File: src/rtl/readout_pkg.sv
// Shared constants and arbiter state encoding for the column readout path.
package readout_pkg;

  localparam int NUM_SP     = 8;
  localparam int SP_AW      = 3;
  localparam int DW         = 26;
  localparam int COL_AW     = 1;
  localparam int FIFO_DEPTH = 4;
  localparam int OUT_W      = COL_AW + SP_AW + DW;

  // Hit word layout: {TOA, FTOA, ToT, pix}
  localparam int TOA_MSB  = 25;
  localparam int FTOA_MSB = 16;
  localparam int TOT_MSB  = 11;
  localparam int PIX_MSB  = 3;

  typedef enum logic [1:0] {
    ST_IDLE  = 2'd0,
    ST_GRANT = 2'd1,
    ST_ACK   = 2'd2,
    ST_WAIT  = 2'd3
  } arb_state_t;

endpackage

File: src/rtl/readout_sync_fifo.sv
// Single-clock FIFO; the head is registered storage and reads as zero when empty.
module readout_sync_fifo #(
  parameter int WIDTH = 8,
  parameter int DEPTH = 4
) (
  input  logic             clk,
  input  logic             rst,
  input  logic             push,
  input  logic [WIDTH-1:0] din,
  input  logic             pop,
  output logic [WIDTH-1:0] dout,
  output logic             full,
  output logic             empty
);

  localparam int AW = (DEPTH > 1) ? $clog2(DEPTH) : 1;

  logic [WIDTH-1:0] mem [DEPTH];
  logic [AW-1:0]    wr_ptr;
  logic [AW-1:0]    rd_ptr;
  logic [AW:0]      count;
  logic             do_push;
  logic             do_pop;

  assign full    = (count == (AW+1)'(DEPTH));
  assign empty   = (count == '0);
  assign do_pop  = pop & ~empty;
  assign do_push = push & (~full | do_pop);
  assign dout    = empty ? '0 : mem[rd_ptr];

  always_ff @(posedge clk) begin
    if (rst) begin
      wr_ptr <= '0;
      rd_ptr <= '0;
      count  <= '0;
    end else begin
      if (do_push) wr_ptr <= wr_ptr + 1'b1;
      if (do_pop)  rd_ptr <= rd_ptr + 1'b1;
      if (do_push && !do_pop)      count <= count + 1'b1;
      else if (!do_push && do_pop) count <= count - 1'b1;
    end
  end

  always_ff @(posedge clk) begin
    if (do_push) mem[wr_ptr] <= din;
  end

endmodule

File: src/rtl/column_readout_arbiter.sv
// Round-robin arbiter sharing one column bus among the super pixels; tags each
// granted word with pixel index and column address and queues it for the periphery.
module column_readout_arbiter
  import readout_pkg::*;
(
  input  logic                 clk_40MHz,
  input  logic                 rst,
  input  logic                 col_en,
  input  logic [COL_AW-1:0]    addr_col,
  input  logic [NUM_SP-1:0]    sp_req,
  input  logic [NUM_SP*DW-1:0] sp_data,
  output logic [NUM_SP-1:0]    sp_ack,
  output logic                 out_valid,
  output logic [OUT_W-1:0]     out_data,
  input  logic                 out_ready,
  output logic [15:0]          hit_cnt,
  output logic                 busy,
  output logic [1:0]           fsm_state
);

  arb_state_t       state;
  logic [SP_AW-1:0] rr_ptr;
  logic [SP_AW-1:0] gnt_idx;
  logic [SP_AW-1:0] pick;
  logic [DW-1:0]    hold;
  logic             fifo_full;
  logic             fifo_empty;
  logic             push;

  // Two-pass pick: lowest requester at or above rr_ptr, else lowest overall.
  always_comb begin
    pick = '0;
    for (int i = NUM_SP - 1; i >= 0; i--) begin
      if (sp_req[i]) pick = SP_AW'(i);
    end
    for (int i = NUM_SP - 1; i >= 0; i--) begin
      if (sp_req[i] && (i >= int'(rr_ptr))) pick = SP_AW'(i);
    end
  end

  // Winner and its data are captured on entry to GRANT, while the request is
  // known high, so a requester dropping during GRANT still gets a valid word.
  always_ff @(posedge clk_40MHz) begin
    if (rst) begin
      state   <= ST_IDLE;
      sp_ack  <= '0;
      gnt_idx <= '0;
      hold    <= '0;
      rr_ptr  <= '0;
      hit_cnt <= '0;
    end else begin
      case (state)
        ST_IDLE: begin
          if (col_en && (|sp_req) && !fifo_full) begin
            gnt_idx <= pick;
            hold    <= sp_data[pick*DW +: DW];
            state   <= ST_GRANT;
          end
        end
        ST_GRANT: begin
          sp_ack <= NUM_SP'(1) << gnt_idx;
          state  <= ST_ACK;
        end
        ST_ACK: begin
          sp_ack <= '0;
          rr_ptr <= SP_AW'(gnt_idx + 1'b1);
          if (hit_cnt != 16'hFFFF) hit_cnt <= hit_cnt + 16'd1;
          state  <= ST_WAIT;
        end
        ST_WAIT: state <= ST_IDLE;
        default: begin
          sp_ack <= '0;
          state  <= ST_IDLE;
        end
      endcase
    end
  end

  // Output handshake: a word transfers on any rising edge where out_valid and
  // out_ready are both high; out_data is stable while out_valid waits for ready.
  assign push = (state == ST_ACK);

  readout_sync_fifo #(
    .WIDTH (OUT_W),
    .DEPTH (FIFO_DEPTH)
  ) u_fifo (
    .clk   (clk_40MHz),
    .rst   (rst),
    .push  (push),
    .din   ({addr_col, gnt_idx, hold}),
    .pop   (out_ready),
    .dout  (out_data),
    .full  (fifo_full),
    .empty (fifo_empty)
  );

  assign out_valid = ~fifo_empty;
  assign busy      = (state != ST_IDLE) || !fifo_empty;
  assign fsm_state = state;

endmodule

File: config.mk
export PLATFORM = sky130hd
export DESIGN_NAME = column_readout_arbiter
export DESIGN_NICKNAME = d
export VERILOG_FILES = /design/src/rtl/readout_pkg.sv /design/src/rtl/readout_sync_fifo.sv /design/src/rtl/column_readout_arbiter.sv
export SDC_FILE = /design/constraint.sdc
export NUM_CORES = 1
export LEC_CHECK = 0
export CAP_MARGIN = 20
export CELL_PAD_IN_SITES_DETAIL_PLACEMENT = 1
export CELL_PAD_IN_SITES_GLOBAL_PLACEMENT = 1
export CORE_ASPECT_RATIO = 1.25
export CORE_UTILIZATION = 41
export CTS_BUF_LIST = sky130_fd_sc_hd__clkbuf_2
export DETAILED_ROUTE_END_ITERATION = 16
export HOLD_SLACK_MARGIN = 0.08
export MAX_ROUTING_LAYER = met4
export PLACE_DENSITY = 0.91
export RECOVER_POWER = 50
export REMOVE_ABC_BUFFERS = 1
export SLEW_MARGIN = 25
export SYNTH_ARGS = -nofsm -noshare
export SYNTH_HDL_FRONTEND = slang
export SYNTH_SLANG_ARGS = --single-unit
File: constraint.sdc
create_clock -name clk_40MHz -period 4 [get_ports clk_40MHz]
set_input_delay 0.8 -clock clk_40MHz [delete_from_list [all_inputs] [get_ports clk_40MHz]]
set_output_delay 0.8 -clock clk_40MHz [all_outputs]
set_load 0.02 [all_outputs]
==> flow_metrics.tcl, run 1 <==
set metrics [dict create \
    combPwrFrac 0.434 \
    p_sw_frac 0.365 \
    fp.dieH_um 168 \
    power.leakage_nw 4.80 \
    post-cts-setup-buffer-count 0 \
    syn_area_um2 9070 \
    drt-total-wl_um 26800 \
    violations "max-capacitance violations, max-slew violations" \
    max-vdd-ir-drop_v 0.000274 \
    synth_area_leaders "edfxtp_1, dfxtp_1, mux2i_1" \
    gr-max-usage-layer "met2" \
    netlist_instances 734 \
    yosys_warnings 0 \
    endpoint "out_data[21]" \
    drt-initial-drc-count 402 \
    yosysTopAreaCell "edfxtp_1" \
    gp_congestion 0.802 \
    p_int_mw 4.31 \
    use_met3 0.0334 \
    synthTopCellsByCount "edfxtp_1, mux2i_1, nor2_1" \
    hpwl_um 20100 \
    max-cap-violations 3 \
    ant_nets 0 \
    power_frac_seq 0.407 \
    clock_path_buffers 2 \
    num_vias 6916 \
    synth_edf_count 120 \
    cts_buffers 17 \
    cts.htree.levels 4 \
    grt_pass1_wl_um 41200 \
    cp_max_fo 30 \
    wl_per_cell_um 20.7 \
    initial_core_util 0.420 \
    worstMarginPinSlew_ns 2.37 \
    finalNetCount 1242 \
    finalClockSkew_ns 0.0241 \
    worstSetupPathType "register to output port" \
    ys_types 49 \
    finalMaxSlewViolations 93 \
    drtPass1Iterations 5 \
    status "finished, violations left" \
    yosysSeqAreaShare 0.545 \
    cts_tree "yes" \
    viasPerCell 5.33 \
    grtUsageMet2 0.460 \
    antenna_found_initial 1 \
    rr_startpoint "fsm_state[0]" \
    rsz0062_at_grt "false" \
    dieArea_um2 22700 \
    clkTransAtPathRegs_ns 0.27 \
    multi_input_area_um2 3820 \
    final-seq-area_um2 4950 \
    overflow 0 \
    avgSynthCellArea_um2 12.4 \
    synthArstFlopShare 0 \
    drc 0 \
    row_count 60 \
    max_slew_margin -0.578 \
    yosysMostFrequentCell "edfxtp_1" \
    start_kind "register" \
    dominantRegCellSynth "edfxtp_1" \
    power_switching_mw 2.48 \
    cts-root-buf "clkbuf_2" \
    finalHoldViolCount 0 \
    setup_viol 0 \
    crit_arrival_ns 2.94 \
    rrSetupSlack_ns 0.52 \
    fin_crit_sh 0.934 \
    ctsHoldBuffers 0 \
    cp.required_ns 3.20 \
    met1_usage 0.274 \
    drive_gt1_frac 0.0884 \
    cts.repair.resized 0 \
    grt_pass1_vias 7480 \
    r2r_end "u_fifo.mem[3][12]" \
    io_pins 279 \
    utilization 0.574 \
    hp-class "register to register" \
    whs_ns 0.491 \
    crit_path_end_kind "output port" \
    r2r_cells 4 \
    p_clk_frac 0.158 \
    synth_top_cell_area_share 0.397 \
    clkLatencyLatePin_ns 0.76 \
    synth-seq-cells 187 \
    power_density_nw_per_um2 547 \
    period_minus_slack_ns 3.74 \
    grt_max_degree 54 \
    fillCellCount 2240 \
    numClockSinks 187 \
    portBuffers 278 \
    core-area_um2 21600 \
    grtUsageTotal 0.249 \
    fmax_mhz 268 \
    syn_to_final_growth_pct 36.8 \
    die_x_um 135 \
]
## worst min path at each step
| stage | startpoint | end | slack (ns) | cells after the start |
|---|---|---|---|---|
| after floorplan | hold[0] | u_fifo.mem[0][0] | 0.46 | 0 |
| after global placement | sp_ack[2] | sp_ack[2] | 0.46 | 2 |
| after detailed placement | sp_ack[0] | sp_ack[0] | 0.46 | 2 |
| after CTS | sp_ack[0] | sp_ack[0] | 0.49 | 2 |
| after global routing | sp_ack[5] | sp_ack[5] | 0.52 | 2 |
| final | sp_ack[0] | sp_ack[0] | 0.49 | 2 |
## routing by layer
metal | up-vias | part of all wire
met4 | 0 | 0.014
met5 | - | 0
met2 | 219 | 0.56
met1 | 3425 | 0.38
li1 | 3245 | -
met3 | 27 | 0.043
## cell families (layout without fill, tap and decap cells)
logic type,Yosys count,count (layout),synth area share
and+or+nand+nor,224,224,0.123
DFF,187,187,0.545
muxes,140,140,0.196
AOI/OAI and AO/OA,89,89,0.0601
buffers and inverters,59,343,0.0345
xor gates and xnor gates,19,19,0.0183
adders and majority gates,16,16,0.0229
other,0,1,0
## state kept, by name (all words and copies together), names as in the netlist, named ones only
name,flops
sp_ack,8
u_fifo.mem,120
u_fifo.rd_ptr,2
hold,26
gnt_idx,3
fsm_state,2
u_fifo.wr_ptr,2
hit_cnt,16
u_fifo.count,3
rr_ptr,3
## layout make-up
cell class	count	area share
inverters	15	0.00454
clock buffers	17	0.00686
repair buffers	296	0.238
well taps	279	0.0281
flip-flops and latches	187	0.399
diodes	1	0.000202
clock inverters	15	0.0160
multi-input cells	488	0.307
## power by group through the flow
stage	logic, mW	clock network, mW	registers, mW
4_1_cts	3.00	1.09	2.77
3_5_place_dp	2.98	0	2.81
6_report	2.95	1.08	2.77
2_1_floorplan	1.99	0	2.77
5_1_grt	3.18	1.16	2.81
3_3_place_gp	2.90	0	2.76
## placed cells by master (no fill, tap or decap), types with 4 or more instances in the layout
cell type / n
inv_6: 6
inv_1: 15
mux2i_1: 110
edfxtp_1: 120
xor2_1: 12
nor2_1: 73
clkbuf_2: 17
dfxtp_1: 65
xnor2_1: 7
o22ai_1: 26
clkdlybuf4s50_1: 275
and2_1: 31
or3_1: 29
mux4_2: 30
buf_4: 15
nand3_1: 22
a211oi_1: 4
o21ai_0: 29
nor2b_1: 4
nand2_1: 33
a21oi_1: 16
nand2b_1: 11
ha_1: 15
## critical path, stage by stage, from the launching register on
cell,delay (ns)
dfxtp_2,0.93
mux4_2,0.36
and2_1,0.23
clkdlybuf4s50_1,0.65
## stage by stage
| stage | setup slack [ns] | power [mW] | cell area, um2 | cells | setup TNS [ns] |
|---|---|---|---|---|---|
| 2_1_floorplan | -5.45 | 4.75 | 8820 | 690 | -146.30 |
| 3_3_place_gp | 0.174 | 5.66 | 12100 | 1265 | 0 |
| 3_5_place_dp | 0.0661 | 5.80 | 12100 | 1265 | 0 |
| 4_1_cts | 0.0266 | 6.86 | 12400 | 1297 | 0 |
| 5_1_grt | 0.117 | 7.15 | 12400 | 1298 | 0 |
| 6_report | 0.263 | 6.79 | 12400 | 1298 | 0 |
(Power assumes the default switching activity.)
==> run 2, diff against run 1 <==
- CORE_MARGIN: unset -> 5
==> flow_metrics.tcl, run 2 (synthesis gave the netlist of run 1 again) <==
set metrics [dict create \
    clock_path_buffers 2 \
    portBuffers 278 \
    max_slew_margin -0.147 \
    io_pins 279 \
    cts.repair.resized 0 \
    timing.setup.tns_ns 0 \
    crit_path_end_kind "register" \
    row_count 60 \
    worstMarginPinSlew_ns 1.72 \
    drt-total-wl_um 28500 \
    drive_gt1_frac 0.0855 \
    finalHoldViolCount 0 \
    cp.required_ns 4.62 \
    post-cts-setup-buffer-count 0 \
    fmax_mhz 259 \
    cts_tree "yes" \
    layout.cells.non_filler 1298 \
    hp-class "register to register" \
    gp_congestion 0.810 \
    crit_arrival_ns 4.48 \
    finalClockSkew_ns 0.0461 \
    rsz0062_at_grt "false" \
    core-area_um2 21700 \
    setup_viol 0 \
    grtUsageTotal 0.229 \
    rrSetupSlack_ns 0.36 \
    ant_nets 0 \
    antenna_found_initial 1 \
    hold_end "sp_ack[1]" \
    rr_startpoint "rr_ptr[2]" \
    drc 0 \
    cts_buffers 17 \
    max-cap-violations 4 \
    violations "max-capacitance violations, max-slew violations" \
    fp.dieH_um 176 \
    power.total_mw 6.74 \
    overflow 0 \
    grt_pass1_wl_um 42700 \
    syn_to_final_growth_pct 36.6 \
    largest_registers "u_fifo.mem (120), hold (26), hit_cnt (16)" \
    numClockSinks 187 \
    r2r_cells 8 \
    initial_core_util 0.418 \
    power_density_nw_per_um2 544 \
    power.leakage_nw 4.78 \
    grt_pass1_vias 7681 \
    start_kind "primary input" \
    cts-root-buf "clkbuf_2" \
    drtPass1Iterations 5 \
    top_register "u_fifo.mem" \
    hp-start "sp_ack[1]" \
    final-seq-area_um2 4950 \
    num_vias 7014 \
    clkLatencyLatePin_ns 0.73 \
    cp_max_fo 19 \
    grt_max_degree 41 \
    multi_input_area_um2 3820 \
    status "finished, violations left" \
    final_common_cell "clkdlybuf4s50_1" \
    dieArea_um2 25200 \
    fillCellCount 2240 \
    cts.htree.levels 4 \
    fin_crit_sh 0.965 \
    finalNetCount 1242 \
    ctsHoldBuffers 0 \
    utilization 0.571 \
    wl_per_cell_um 22.0 \
    r2r_end "hold[23]" \
    period_minus_slack_ns 3.86 \
    worstSetupPathType "primary input to register" \
    clkTransAtPathRegs_ns 0.27 \
    viasPerCell 5.40 \
    layout_common_cells "clkdlybuf4s50_1, edfxtp_1, mux2i_1" \
    largest_register_ffs 120 \
    holdPathStages 2 \
    finalMaxSlewViolations 111 \
    hpwl_um 21900 \
    drt-initial-drc-count 342 \
    die_x_um 143 \
    max-vdd-ir-drop_v 0.000348 \
    placed_cells 1265 \
]
[run 2: changes by cell type in the layout (fill, tap and decap cells not counted), sizes merged]
cell,delta
buf,-1
clkbuf,+1
clkdlybuf4s50,+1
clkinv,+4
clkinvlp,+3
dlygate4sd3,-1
inv,-7
[run 2: routing by layer]
metal  routed length [um]  vias up  part of all wire  GRT usage
met3                 1470       45             0.051     0.0425
li1                     -     3249                 -          -
met2                16000      249              0.56      0.428
met5                    0        -                 0          -
met1                10300     3471              0.36      0.241
met4                  716        0             0.025     0.0709
[run 2: worst max-delay path, stage by stage]
cell             delay [ns]
clkdlybuf4s50_1        0.57
nand2b_1               0.15
a221oi_2               0.07
o32a_1                 0.29
o211ai_1               0.18
clkbuf_1               1.25
buf_4                  0.39
mux2i_1                0.36
o21ai_0                0.11
or3_1                  0.30
[run 2: area by class of cell]
class / count / area share
inverter: 15 / 0.00454
timing repair buffer: 296 / 0.239
tap: 279 / 0.0282
multi-input combinational: 488 / 0.308
clock inverter: 15 / 0.0140
clock buffer: 17 / 0.00686
antenna: 1 / 0.000202
sequential: 187 / 0.399
[run 2: power by group]
group	switching (mW)	leakage (nW)	internal (mW)	total (mW)
clock	0.653	0.146	0.348	1.00
sequential	0.305	1.66	2.49	2.79
combinational	1.49	2.97	1.45	2.95
total	2.45	4.78	4.29	6.74
[run 2: how the worst max path moves through the flow]
stage                     cells past startpoint  slack [ns]            to       startpoint
after floorplan                               7       -5.45       hold[0]        sp_req[3]
after global placement                        9        0.41      hold[24]        sp_req[2]
after detailed placement                      9        0.30      hold[24]        sp_req[2]
after CTS                                     4        0.03  out_data[16]  u_fifo.count[0]
after global routing                          4        0.05  out_data[16]         register
final                                        10        0.14      hold[23]        sp_req[4]
[run 2: per-stage QoR]
stage	hold slack [ns]	cell area [um2]	setup slack, ns
4_1_cts	0.499	12400	0.0277
6_report	0.498	12400	0.141
3_3_place_gp	0.459	12200	0.411
5_1_grt	0.520	12400	0.0510
2_1_floorplan	0.460	8820	-5.45
3_5_place_dp	0.470	12200	0.304
==> run 3, diff against run 2 <==
- CORE_UTILIZATION: 41 -> 42
- PLACE_DENSITY: 0.91 -> unset
- PLACE_DENSITY_LB_ADDON: unset -> 0.1
- SLEW_MARGIN: 25 -> unset
- SYNTH_HIERARCHICAL: unset -> 1
==> flow_metrics.tcl, run 3 <==
set metrics [dict create \
    grt_pass1_vias 7605 \
    crit_arrival_ns 2.87 \
    crit_path_end_kind "output port" \
    avgSynthCellArea_um2 12.7 \
    power.total_mw 6.86 \
    num_vias 6968 \
    dieArea_um2 25400 \
    fmax_mhz 272 \
    largest_registers "u_fifo/mem (120), hold (26), hit_cnt (16)" \
    critPathTopFamily "flip-flops" \
    io_pins 279 \
    cp_num_buf_inv 1 \
    final_common_cell "clkdlybuf4s50_1" \
    max_slew_margin -0.167 \
    post-place-ws_ns 0.576 \
    die_x_um 143 \
    ant_nets 0 \
    clock_path_buffers 2 \
    viasPerCell 5.38 \
    period_minus_slack_ns 3.67 \
    ctsHoldBuffers 0 \
    rsz0062_at_grt "false" \
    grt_max_degree 49 \
    fp.dieH_um 177 \
    layout.cells.non_filler 1296 \
    netlist_instances 734 \
    grtUsageTotal 0.214 \
    synth-seq-cells 187 \
    clkLatencyLatePin_ns 0.77 \
    drtPass1Iterations 4 \
    start_kind "register" \
    placed_cells 1262 \
    syn_area_um2 9350 \
    synthTopCellsByCount "edfxtp_1, mux2i_1, dfxtp_1" \
    worstSetupPathType "register to output port" \
    slowest_stage "dfxtp_2" \
    synth_edf_count 120 \
    worstMarginPinSlew_ns 1.75 \
    fillCellCount 2322 \
    post-cts-setup-buffer-count 0 \
    portBuffers 278 \
    hp-class "primary input to register" \
    setup_slack_ns 0.327 \
    power.leakage_nw 4.61 \
    cts.repair.resized 0 \
    row_count 61 \
    violations "max-capacitance violations, max-slew violations" \
    ys_types 54 \
    status "finished, violations left" \
    drt-initial-drc-count 368 \
    drc 0 \
    finalHoldViolCount 0 \
    yosys_warnings 6 \
    synth_area_leaders "edfxtp_1, dfxtp_1, mux2i_1" \
    dominantRegCellSynth "edfxtp_1" \
    timing.setup.tns_ns 0 \
    yosysMostFrequentCell "edfxtp_1" \
    syn_to_final_growth_pct 34.7 \
    max-cap-violations 1 \
    largest_register_ffs 120 \
    overflow 0 \
    clkTransAtPathRegs_ns 0.31 \
    finalClockSkew_ns 0.0548 \
    hpwl_um 19300 \
    utilization 0.569 \
    grt_pass1_wl_um 40800 \
    drive_gt1_frac 0.102 \
    wl_per_cell_um 20.4 \
    max-vdd-ir-drop_v 0.000384 \
    yosysSeqAreaShare 0.529 \
    synth_top_cell_area_share 0.385 \
    cp.required_ns 3.20 \
    numClockSinks 187 \
    gp_congestion 0.741 \
    core-area_um2 22100 \
    top_register "u_fifo/mem" \
    cp_cell_sequence "mux4_2, nor2b_1, clkdlybuf4s50_1" \
    antenna_found_initial 2 \
    setup_viol 0 \
    cts-root-buf "clkbuf_2" \
    initial_core_util 0.423 \
    cp_max_fo 30 \
    cts.htree.levels 4 \
    cts_buffers 17 \
    fin_crit_sh 0.918 \
    layout_common_cells "clkdlybuf4s50_1, edfxtp_1, mux2i_1" \
    cpPeakStageDelay_ns 0.97 \
    drt-total-wl_um 26500 \
    finalMaxSlewViolations 32 \
    finalNetCount 1235 \
    power_density_nw_per_um2 544 \
    yosysTopAreaCell "edfxtp_1" \
    cts_tree "yes" \
    synthArstFlopShare 0 \
]
## run 3: final timing paths
kind	slack [ns]	startpoint	cells past startpoint	to
setup / recovery	0.33	register	3	out_data[6]
hold / removal	0.44	rst	2	gnt_idx[0]
setup reg to reg	1.01	fsm_state[0]	9	u_fifo/count[2]
hold reg to reg	0.49	sp_ack[5]	2	sp_ack[5]
## run 3: cell families (layout without fill, tap and decap cells)
family / Yosys count / count (layout) / synth area share
buffers and inverters: 63 / 340 / 0.0350
adders and majority gates: 16 / 16 / 0.0222
and+or+nand+nor: 191 / 191 / 0.119
AOI/OAI and AO/OA: 138 / 138 / 0.108
other: 0 / 2 / 0
xor gates and xnor gates: 17 / 17 / 0.0159
muxes: 122 / 122 / 0.171
DFF: 187 / 187 / 0.529
## run 3: stage by stage
stage / area [um2] / hold slack [ns]
CTS: 12600 / 0.366
detailed placement: 12400 / 0.467
finish: 12600 / 0.444
global route: 12600 / 0.348
floorplan: 9080 / 0.452
global placement: 12400 / 0.460
## run 3: layout make-up
class,count,area [um2],area share
sequential,187,4950,0.393
multi-input combinational,484,4090,0.325
timing repair buffer,294,2930,0.233
tap,283,354,0.0281
clock inverter,15,126,0.0100
clock buffer,17,85.1,0.00675
inverter,14,52.6,0.00417
antenna,2,5.00,0.000397
## run 3: routing by layer
metal | global-route usage | vias to the layer above | wire length [um]
met5 | - | - | 0
met4 | 0.0396 | 0 | 225
met3 | 0.0457 | 19 | 1350
met2 | 0.390 | 170 | 14400
met1 | 0.242 | 3476 | 10500
li1 | - | 3303 | -
## run 3: power by group
part           switching, mW  internal, mW
combinational           1.67          1.58
clock                  0.695         0.192
sequential             0.266          2.45
total                   2.63          4.22
## run 3: worst register-to-register path, stage by stage (launching register included)
cell,delay (ns)
dfxtp_1,0.41
inv_1,0.11
ha_1,0.20
a21boi_0,0.75
ha_1,0.34
inv_1,0.08
fa_1,0.43
xor2_1,0.16
or3_1,0.30
a21oi_1,0.13
